## config.mk

```make
export PLATFORM = sky130hd
export DESIGN_NAME = display_scan_decoder_flat
export DESIGN_NICKNAME = d
export VERILOG_FILES = /design/src/rtl/display_scan_decoder_if.sv /design/src/rtl/display_scan_decoder.sv /design/src/flat_wrapper.sv
export SDC_FILE = /design/constraint.sdc
export NUM_CORES = 1
export LEC_CHECK = 0
export BUFFER_PORTS_ARGS = -buffer_cell sky130_fd_sc_hd__buf_2
export CAP_MARGIN = 10
export CORE_ASPECT_RATIO = 0.6
export CORE_MARGIN = 2
export CORE_UTILIZATION = 58
export CTS_CLUSTER_SIZE = 30
export DETAILED_ROUTE_END_ITERATION = 10
export GPL_TIMING_DRIVEN = 0
export PLACE_DENSITY = 0.8
export RECOVER_POWER = 50
export SKIP_CTS_REPAIR_TIMING = 1
export SLEW_MARGIN = 10
export SYNTH_ARGS = -nofsm -noshare
export SYNTH_HDL_FRONTEND = slang
export SYNTH_SLANG_ARGS = --single-unit
```

## constraint.sdc

```tcl
create_clock -name clk -period 3.6 [get_ports clk]
set_clock_uncertainty 0.05 [all_clocks]
set_input_delay 0.36 -clock clk [delete_from_list [all_inputs] [get_ports clk]]
set_output_delay 0.36 -clock clk [all_outputs]
set_load 0.02 [all_outputs]
```

## src/rtl/display_scan_decoder_if.sv

```systemverilog
// Pin bundle between a multiplexed seven-segment driver and its scan decoder.
// The master drives the active-low display lines and the slave returns the decoded digits and status pulses.
interface display_scan_decoder_if;
    logic       seg0, seg1, seg2, seg3, seg4, seg5, seg6;
    logic       dp;
    logic       an1, an2, an3, an4;
    logic [3:0] out0, out1, out2, out3;
    logic [3:0] valid;
    logic       upd;
    logic [1:0] upd_digit;
    logic       err_seg;
    logic       err_an;

    modport master (
        output seg0, seg1, seg2, seg3, seg4, seg5, seg6, dp, an1, an2, an3, an4,
        input  out0, out1, out2, out3, valid, upd, upd_digit, err_seg, err_an
    );

    modport slave (
        input  seg0, seg1, seg2, seg3, seg4, seg5, seg6, dp, an1, an2, an3, an4,
        output out0, out1, out2, out3, valid, upd, upd_digit, err_seg, err_an
    );
endinterface

```

## src/rtl/display_scan_decoder.sv

```systemverilog
// Watches a four-digit multiplexed seven-segment display, waits for each frame to settle,
// and inverse-decodes the lit digit back to its 4-bit code with per-digit staleness tracking.
module display_scan_decoder #(
    parameter int STABLE_CYCLES = 16,
    parameter int TIMEOUT       = 524288
) (
    input  logic                   clk,
    input  logic                   reset,
    display_scan_decoder_if.slave  bus
);
    localparam int              CW       = $clog2(STABLE_CYCLES);
    localparam logic [CW-1:0]   CNT_MAX  = CW'(STABLE_CYCLES - 1);
    localparam logic [19:0]     AGE_LAST = 20'(TIMEOUT - 1);

    typedef enum logic {SETTLE, HOLD} state_e;

    // Bit 4 flags a recognised glyph, bits 3:0 carry its code.
    function automatic logic [4:0] decode(input logic [6:0] p);
        case (p)
            7'b1000000: decode = 5'h10;
            7'b1111001: decode = 5'h11;
            7'b0100100: decode = 5'h12;
            7'b0110000: decode = 5'h13;
            7'b0011001: decode = 5'h14;
            7'b0010010: decode = 5'h15;
            7'b0000010: decode = 5'h16;
            7'b1111000: decode = 5'h17;
            7'b0000000: decode = 5'h18;
            7'b0010000: decode = 5'h19;
            7'b0000110: decode = 5'h1A;
            7'b1111111: decode = 5'h1B;
            7'b0111111: decode = 5'h1C;
            default:    decode = 5'h00;
        endcase
    endfunction

    logic [11:0]      raw;
    logic [11:0]      sync1_q, s_q, s_prev_q;
    logic [CW-1:0]    cnt_q;
    state_e           state_q;
    logic [3:0][3:0]  out_q;
    logic [3:0][19:0] age_q;
    logic [3:0]       valid_q;
    logic             upd_q, err_seg_q, err_an_q;
    logic [1:0]       upd_digit_q;

    logic       changed, eval, single, multi, capture;
    logic [3:0] an_act;
    logic [4:0] dec;
    logic [1:0] idx;

    assign raw = {bus.an1, bus.an2, bus.an3, bus.an4, bus.dp,
                  bus.seg6, bus.seg5, bus.seg4, bus.seg3, bus.seg2, bus.seg1, bus.seg0};

    assign changed = (s_q != s_prev_q);
    assign an_act  = ~s_q[11:8];
    assign single  = ($countones(an_act) == 1);
    assign multi   = ($countones(an_act) > 1);
    assign dec     = decode(s_q[6:0]);
    // A frame that moves on the very cycle the counter tops out is not trusted.
    assign eval    = (state_q == SETTLE) && (cnt_q == CNT_MAX) && !changed;
    assign capture = eval && single && dec[4];

    always_comb begin
        idx = '0;
        for (int i = 0; i < 4; i++)
            if (an_act[i]) idx = 2'(i);
    end

    always_ff @(posedge clk) begin
        if (reset) begin
            sync1_q     <= '1;
            s_q         <= '1;
            s_prev_q    <= '1;
            cnt_q       <= '0;
            state_q     <= SETTLE;
            out_q       <= '0;
            age_q       <= '0;
            valid_q     <= '0;
            upd_q       <= 1'b0;
            upd_digit_q <= '0;
            err_seg_q   <= 1'b0;
            err_an_q    <= 1'b0;
        end else begin
            sync1_q   <= raw;
            s_q       <= sync1_q;
            s_prev_q  <= s_q;
            upd_q     <= 1'b0;
            err_seg_q <= 1'b0;
            err_an_q  <= 1'b0;

            if (changed)
                cnt_q <= '0;
            else if (cnt_q != CNT_MAX)
                cnt_q <= cnt_q + 1'b1;

            case (state_q)
                SETTLE: if (eval) begin
                    state_q <= HOLD;
                    if (capture) begin
                        out_q[idx]  <= dec[3:0];
                        upd_q       <= 1'b1;
                        upd_digit_q <= idx;
                    end else if (single) begin
                        err_seg_q <= 1'b1;
                    end else if (multi) begin
                        err_an_q <= 1'b1;
                    end
                end
                HOLD: if (changed) state_q <= SETTLE;
                default: state_q <= SETTLE;
            endcase

            // Capture outranks the timeout when both land on the same cycle.
            for (int d = 0; d < 4; d++) begin
                if (capture && idx == 2'(d)) begin
                    age_q[d]   <= '0;
                    valid_q[d] <= 1'b1;
                end else begin
                    if (age_q[d] != '1) age_q[d] <= age_q[d] + 1'b1;
                    if (age_q[d] == AGE_LAST) valid_q[d] <= 1'b0;
                end
            end
        end
    end

    assign bus.out0      = out_q[0];
    assign bus.out1      = out_q[1];
    assign bus.out2      = out_q[2];
    assign bus.out3      = out_q[3];
    assign bus.valid     = valid_q;
    assign bus.upd       = upd_q;
    assign bus.upd_digit = upd_digit_q;
    assign bus.err_seg   = err_seg_q;
    assign bus.err_an    = err_an_q;
endmodule

```

## src/flat_wrapper.sv

```systemverilog
// flat-port wrapper written by rule: the top's interface ports become plain ports
module display_scan_decoder_flat 
#(
    parameter int STABLE_CYCLES = 16,
    parameter int TIMEOUT       = 524288
)
  (clk, reset, bus_seg0, bus_seg1, bus_seg2, bus_seg3, bus_seg4, bus_seg5, bus_seg6, bus_dp, bus_an1, bus_an2, bus_an3, bus_an4, bus_out0, bus_out1, bus_out2, bus_out3, bus_valid, bus_upd, bus_upd_digit, bus_err_seg, bus_err_an);
  display_scan_decoder_if bus_i ();
  input  logic clk;
  input  logic reset;
  input wire logic [$bits(bus_i.seg0)-1:0] bus_seg0;
  input wire logic [$bits(bus_i.seg1)-1:0] bus_seg1;
  input wire logic [$bits(bus_i.seg2)-1:0] bus_seg2;
  input wire logic [$bits(bus_i.seg3)-1:0] bus_seg3;
  input wire logic [$bits(bus_i.seg4)-1:0] bus_seg4;
  input wire logic [$bits(bus_i.seg5)-1:0] bus_seg5;
  input wire logic [$bits(bus_i.seg6)-1:0] bus_seg6;
  input wire logic [$bits(bus_i.dp)-1:0] bus_dp;
  input wire logic [$bits(bus_i.an1)-1:0] bus_an1;
  input wire logic [$bits(bus_i.an2)-1:0] bus_an2;
  input wire logic [$bits(bus_i.an3)-1:0] bus_an3;
  input wire logic [$bits(bus_i.an4)-1:0] bus_an4;
  output wire logic [$bits(bus_i.out0)-1:0] bus_out0;
  output wire logic [$bits(bus_i.out1)-1:0] bus_out1;
  output wire logic [$bits(bus_i.out2)-1:0] bus_out2;
  output wire logic [$bits(bus_i.out3)-1:0] bus_out3;
  output wire logic [$bits(bus_i.valid)-1:0] bus_valid;
  output wire logic [$bits(bus_i.upd)-1:0] bus_upd;
  output wire logic [$bits(bus_i.upd_digit)-1:0] bus_upd_digit;
  output wire logic [$bits(bus_i.err_seg)-1:0] bus_err_seg;
  output wire logic [$bits(bus_i.err_an)-1:0] bus_err_an;
  assign bus_i.seg0 = bus_seg0;
  assign bus_i.seg1 = bus_seg1;
  assign bus_i.seg2 = bus_seg2;
  assign bus_i.seg3 = bus_seg3;
  assign bus_i.seg4 = bus_seg4;
  assign bus_i.seg5 = bus_seg5;
  assign bus_i.seg6 = bus_seg6;
  assign bus_i.dp = bus_dp;
  assign bus_i.an1 = bus_an1;
  assign bus_i.an2 = bus_an2;
  assign bus_i.an3 = bus_an3;
  assign bus_i.an4 = bus_an4;
  assign bus_out0 = bus_i.out0;
  assign bus_out1 = bus_i.out1;
  assign bus_out2 = bus_i.out2;
  assign bus_out3 = bus_i.out3;
  assign bus_valid = bus_i.valid;
  assign bus_upd = bus_i.upd;
  assign bus_upd_digit = bus_i.upd_digit;
  assign bus_err_seg = bus_i.err_seg;
  assign bus_err_an = bus_i.err_an;
  display_scan_decoder #(.STABLE_CYCLES(STABLE_CYCLES), .TIMEOUT(TIMEOUT)) u_core (.clk(clk), .reset(reset), .bus(bus_i));
endmodule
```

==> results list <==
- Counting along the longest clock path gives a buffer depth of 2.
- Number of diodes: 0
- After detailed routing, the number of remaining DRC violations is 0.
* Worst slack at placement: 0.440 ns
- The post-route netlist has 12.4% of its cells at a drive strength greater than 1.
- Number of clock sinks: 146
- In this run, CTS created clock tree buffers numbering 17.
* Synthesized area per cell: 9.00 sq um
- Registers take 2920 sq um.
- Combinational family with the most area after synthesis: simple AND/OR/NAND/NOR gates
- Dividing the detail-routed via count by the number of cells gives 5.94.
- Initial antenna violation count: 0
* Post-route minimum period: 3.20 ns
- Once layout is complete, the cells apart from fillers number 942.
- Portion of netlist area occupied by mux cells: 3.36%
- The number of nets in the synthesized netlist is 752.
- Dpl cells: 910
* Layout area overhead: 14.2%
- Fillcell total: 889
* RSZ-0062 raised after global routing: false
- Tot GR Track Use: 25.0%
- Peak supply drop: 341 uV
- Total number of placement rows: 30
- Synthesis-stage register bit count: 146
* Pwr per Cell Area: 489 nW/um^2
- Total overflow reported by the global router: 0
- Of the available clock period, the critical path in the final layout requires 89.0%.
- Measured slew at the worst slew-check pin: 1.09 ns
- The worst setup path is launched from a flip-flop.
- Data on the critical path arrives at its endpoint at 3.43 ns.
* Slack of the critical path: 0.398 ns
* Effective utilization at floorplan: 58.8%
* Vias: 5598
- Summing internal, switching and leakage power gives 0.00366 W.
- The number of slew-limit violations in the final report was 0.
- Yosys warning total: 0
- Seq/Total Area, Yosys: 44.6%
- Via count of the first global-routing pass: 5018
* TritonCTS clock tree: yes
- Post-synthesis adder-cell area fraction: 2.02%
* Depth of the CTS H-tree: 4
- Final hold analysis gives a worst-case slack of 0.0636 ns.
- Multi-input combinational cell area: 3400 sq um
- In the synthesized netlist the dominant register cell turns out to be sky130_fd_sc_hd__dfxtp_1.
- Of all nets on the critical path, the largest fanout is 10.
- For this design the static power due to leakage is 2.74 nW.
- Slack of the worst reg-to-reg path: 0.40 ns
- Share of the synthesized area in compound gates (AO/OA/AOI/OAI): 11.4%
* Number of placed I/O pins: 39
- In this run, synthesis inferred 0 flip-flops with an integrated enable.
- Die Span X: 141 microns
- Vert. Die Dim: 86.3 microns
- First-pass GRT wire length: 24.3 mm
* Post-route antenna net violation count: 0
- Number of violations of the max-capacitance limit: 0
- Post-Synthesis Cells: 728
- In the final routed layout, each cell accounts on average for 15.5 microns.
- Xor and xnor area share after synthesis: 7.22%
- Count of different cell masters after synthesis: 57
* Root cell of the clock tree: sky130_fd_sc_hd__clkbuf_16
* Final Hold Violating Endpoints: 0
- Rel. slew slack: 26.5%
* # setup viols final: 0
- Gp weighted congestion: 0.914
* HPWL after DPL: 10.3 mm
- The floorplan step defined a core boundary enclosing 11100 sq um.
- Summed over all layers, the routed wires come to 14.6 mm.
- Violation count after the first detailed-route iteration: 413
- The mapped netlist covers 6550 sq um.
* Final net count: 809
- Entering global routing, the biggest net connects 17 pins.
- Element type at the critical path end: flip-flop
- # port buffers: 38
- The tightest min-delay check is of the in2reg type.
* Required time of the worst setup path: 3.83 ns
- By startpoint and endpoint, the worst setup path is classified as reg2reg.
- Setup total negative slack on the finished layout was measured at 0 ns.
- Clock latency on the worst-skew pair, taken at its later pin, is 0.42 ns.
* Register clock-pin slew on the reported worst setup and hold paths: 0.06 ns
* Result of the run: finished, final reports clean
- Total iterations of the first detailed-routing run: 5
- The die covers 12200 sq um.
- Derived from the worst setup path, the maximum achievable clock frequency is 312 MHz.
- Ys async rst share: 0%
- Of the total synthesized cell area, the portion taken by AND, OR, NAND and NOR gates is 28.0%.
[cell type report]
class | instances | share of cell area (%)
Clock inverter | 14 | 2.32
Timing Repair Buffer | 38 | 2.11
Inverter | 12 | 0.602
Multi-Input combinational cell | 535 | 45.4
Sequential cell | 146 | 39.1
Clock buffer | 18 | 5.73
Tap cell | 144 | 2.41
Buffer | 35 | 2.34
[Yosys cell counts (all sizes together), types with 5 or more instances]
library cell | number | area (sq um)
o31ai | 9 | 67.6
and3 | 11 | 68.8
inv | 12 | 45.0
buf | 9 | 78.8
nor3b | 5 | 37.5
nand2 | 39 | 146
or3 | 9 | 56.3
nand2b | 17 | 106
a21oi | 46 | 230
and4 | 8 | 70.1
or2 | 39 | 244
nand4 | 28 | 188
dfxtp | 146 | 2920
nand3 | 36 | 180
or4 | 16 | 120
nor3 | 19 | 95.1
nor4 | 11 | 90.1
a211oi | 12 | 90.1
xor2 | 25 | 219
o21ai | 14 | 73.8
and2 | 10 | 62.6
a311oi | 6 | 52.6
ha | 9 | 113
xnor2 | 29 | 254
mux2i | 22 | 220
clkbuf | 26 | 97.6
nor2 | 75 | 282
[per-stage QoR]
stage / cell area [sq um] / util [%]
6_report: 7480 / 67.1
5_1_grt: 7480 / 67.1
4_1_cts: 7520 / 67.5
3_5_place_dp: 6920 / 62.1
3_3_place_gp: 6920 / 62.1
2_1_floorplan: 6550 / -
[routing by layer]
metal,track usage [%],share of wire (%)
met1,34.5,47
met2,38.6,45
met3,6.41,6.9
met5,0,0
met4,8.45,1.1
[flip-flops by register name (all words and copies together), names as in the netlist, 2 cells and up]
name                  count
u_core.age_q             80
u_core.s_prev_q          12
u_core.s_q               12
u_core.sync1_q           12
u_core.bus.out0           4
u_core.bus.out1           4
u_core.bus.out2           4
u_core.bus.out3           4
u_core.bus.valid          4
u_core.cnt_q              4
u_core.bus.upd_digit      2
[worst paths after layout]
path | startpoint | endpoint | depth (start not counted)
setup reg to reg | u_core.s_q[11] | u_core.age_q[3] | 10
hold / removal | bus_seg0 | u_core.sync1_q[0] | 2
hold reg to reg | u_core.sync1_q[6] | u_core.s_q[6] | 1
setup / recovery | u_core.s_q[11] | u_core.age_q[3] | 10
[layout by cell type (no fill, tap or decap), drive strengths merged, types with 6 or more instances in the layout]
| master | netlist | layout |
|---|---|---|
| a211oi | 12 | 12 |
| xor2 | 25 | 25 |
| nor4 | 11 | 11 |
| nand2b | 17 | 17 |
| xnor2 | 29 | 29 |
| and4 | 8 | 8 |
| o21ai | 14 | 14 |
| nand2 | 39 | 39 |
| and2 | 10 | 10 |
| or3 | 9 | 9 |
| inv | 12 | 19 |
| buf | 9 | 20 |
| or2 | 39 | 39 |
| nor2 | 75 | 75 |
| mux2i | 22 | 22 |
| o31ai | 9 | 9 |
| dfxtp | 146 | 146 |
| and3 | 11 | 11 |
| a21oi | 46 | 46 |
| nor3 | 19 | 19 |
| ha | 9 | 9 |
| a311oi | 6 | 6 |
| or4 | 16 | 16 |
| clkbuf | 26 | 71 |
| nand4 | 28 | 28 |
| nand3 | 36 | 36 |
[worst max-delay path, cell delays in order, from the launching register on]
cell and delay, ns:
sky130_fd_sc_hd__dfxtp_1 0.44, sky130_fd_sc_hd__inv_1 0.07, sky130_fd_sc_hd__ha_1 0.29, sky130_fd_sc_hd__ha_1 0.20, sky130_fd_sc_hd__fa_1 0.43, sky130_fd_sc_hd__nor2_1 0.15, sky130_fd_sc_hd__nand4b_1 0.23, sky130_fd_sc_hd__nor4_1 0.41
sky130_fd_sc_hd__a31o_2 0.23, sky130_fd_sc_hd__clkbuf_1 0.41, sky130_fd_sc_hd__nor2_1 0.13
[report_power, final]
group	switching [W]	internal (W)	total (W)
Combinational	0.0000971	0.0000653	0.000162
Sequential	0.0000218	0.00164	0.00167
Clock	0.000728	0.00110	0.00183
[kinds of logic (layout without fill, tap and decap cells)]
| kind of cell | Yosys count | in the layout |
|---|---|---|
| buffers and inverters | 47 | 117 |
| AOI/OAI and AO/OA | 115 | 115 |
| adders and majority gates | 10 | 10 |
| xor gates and xnor gates | 54 | 54 |
| muxes | 22 | 22 |
| DFF | 146 | 146 |
| and+or+nand+nor | 334 | 334 |
(Power assumes the default switching activity.)
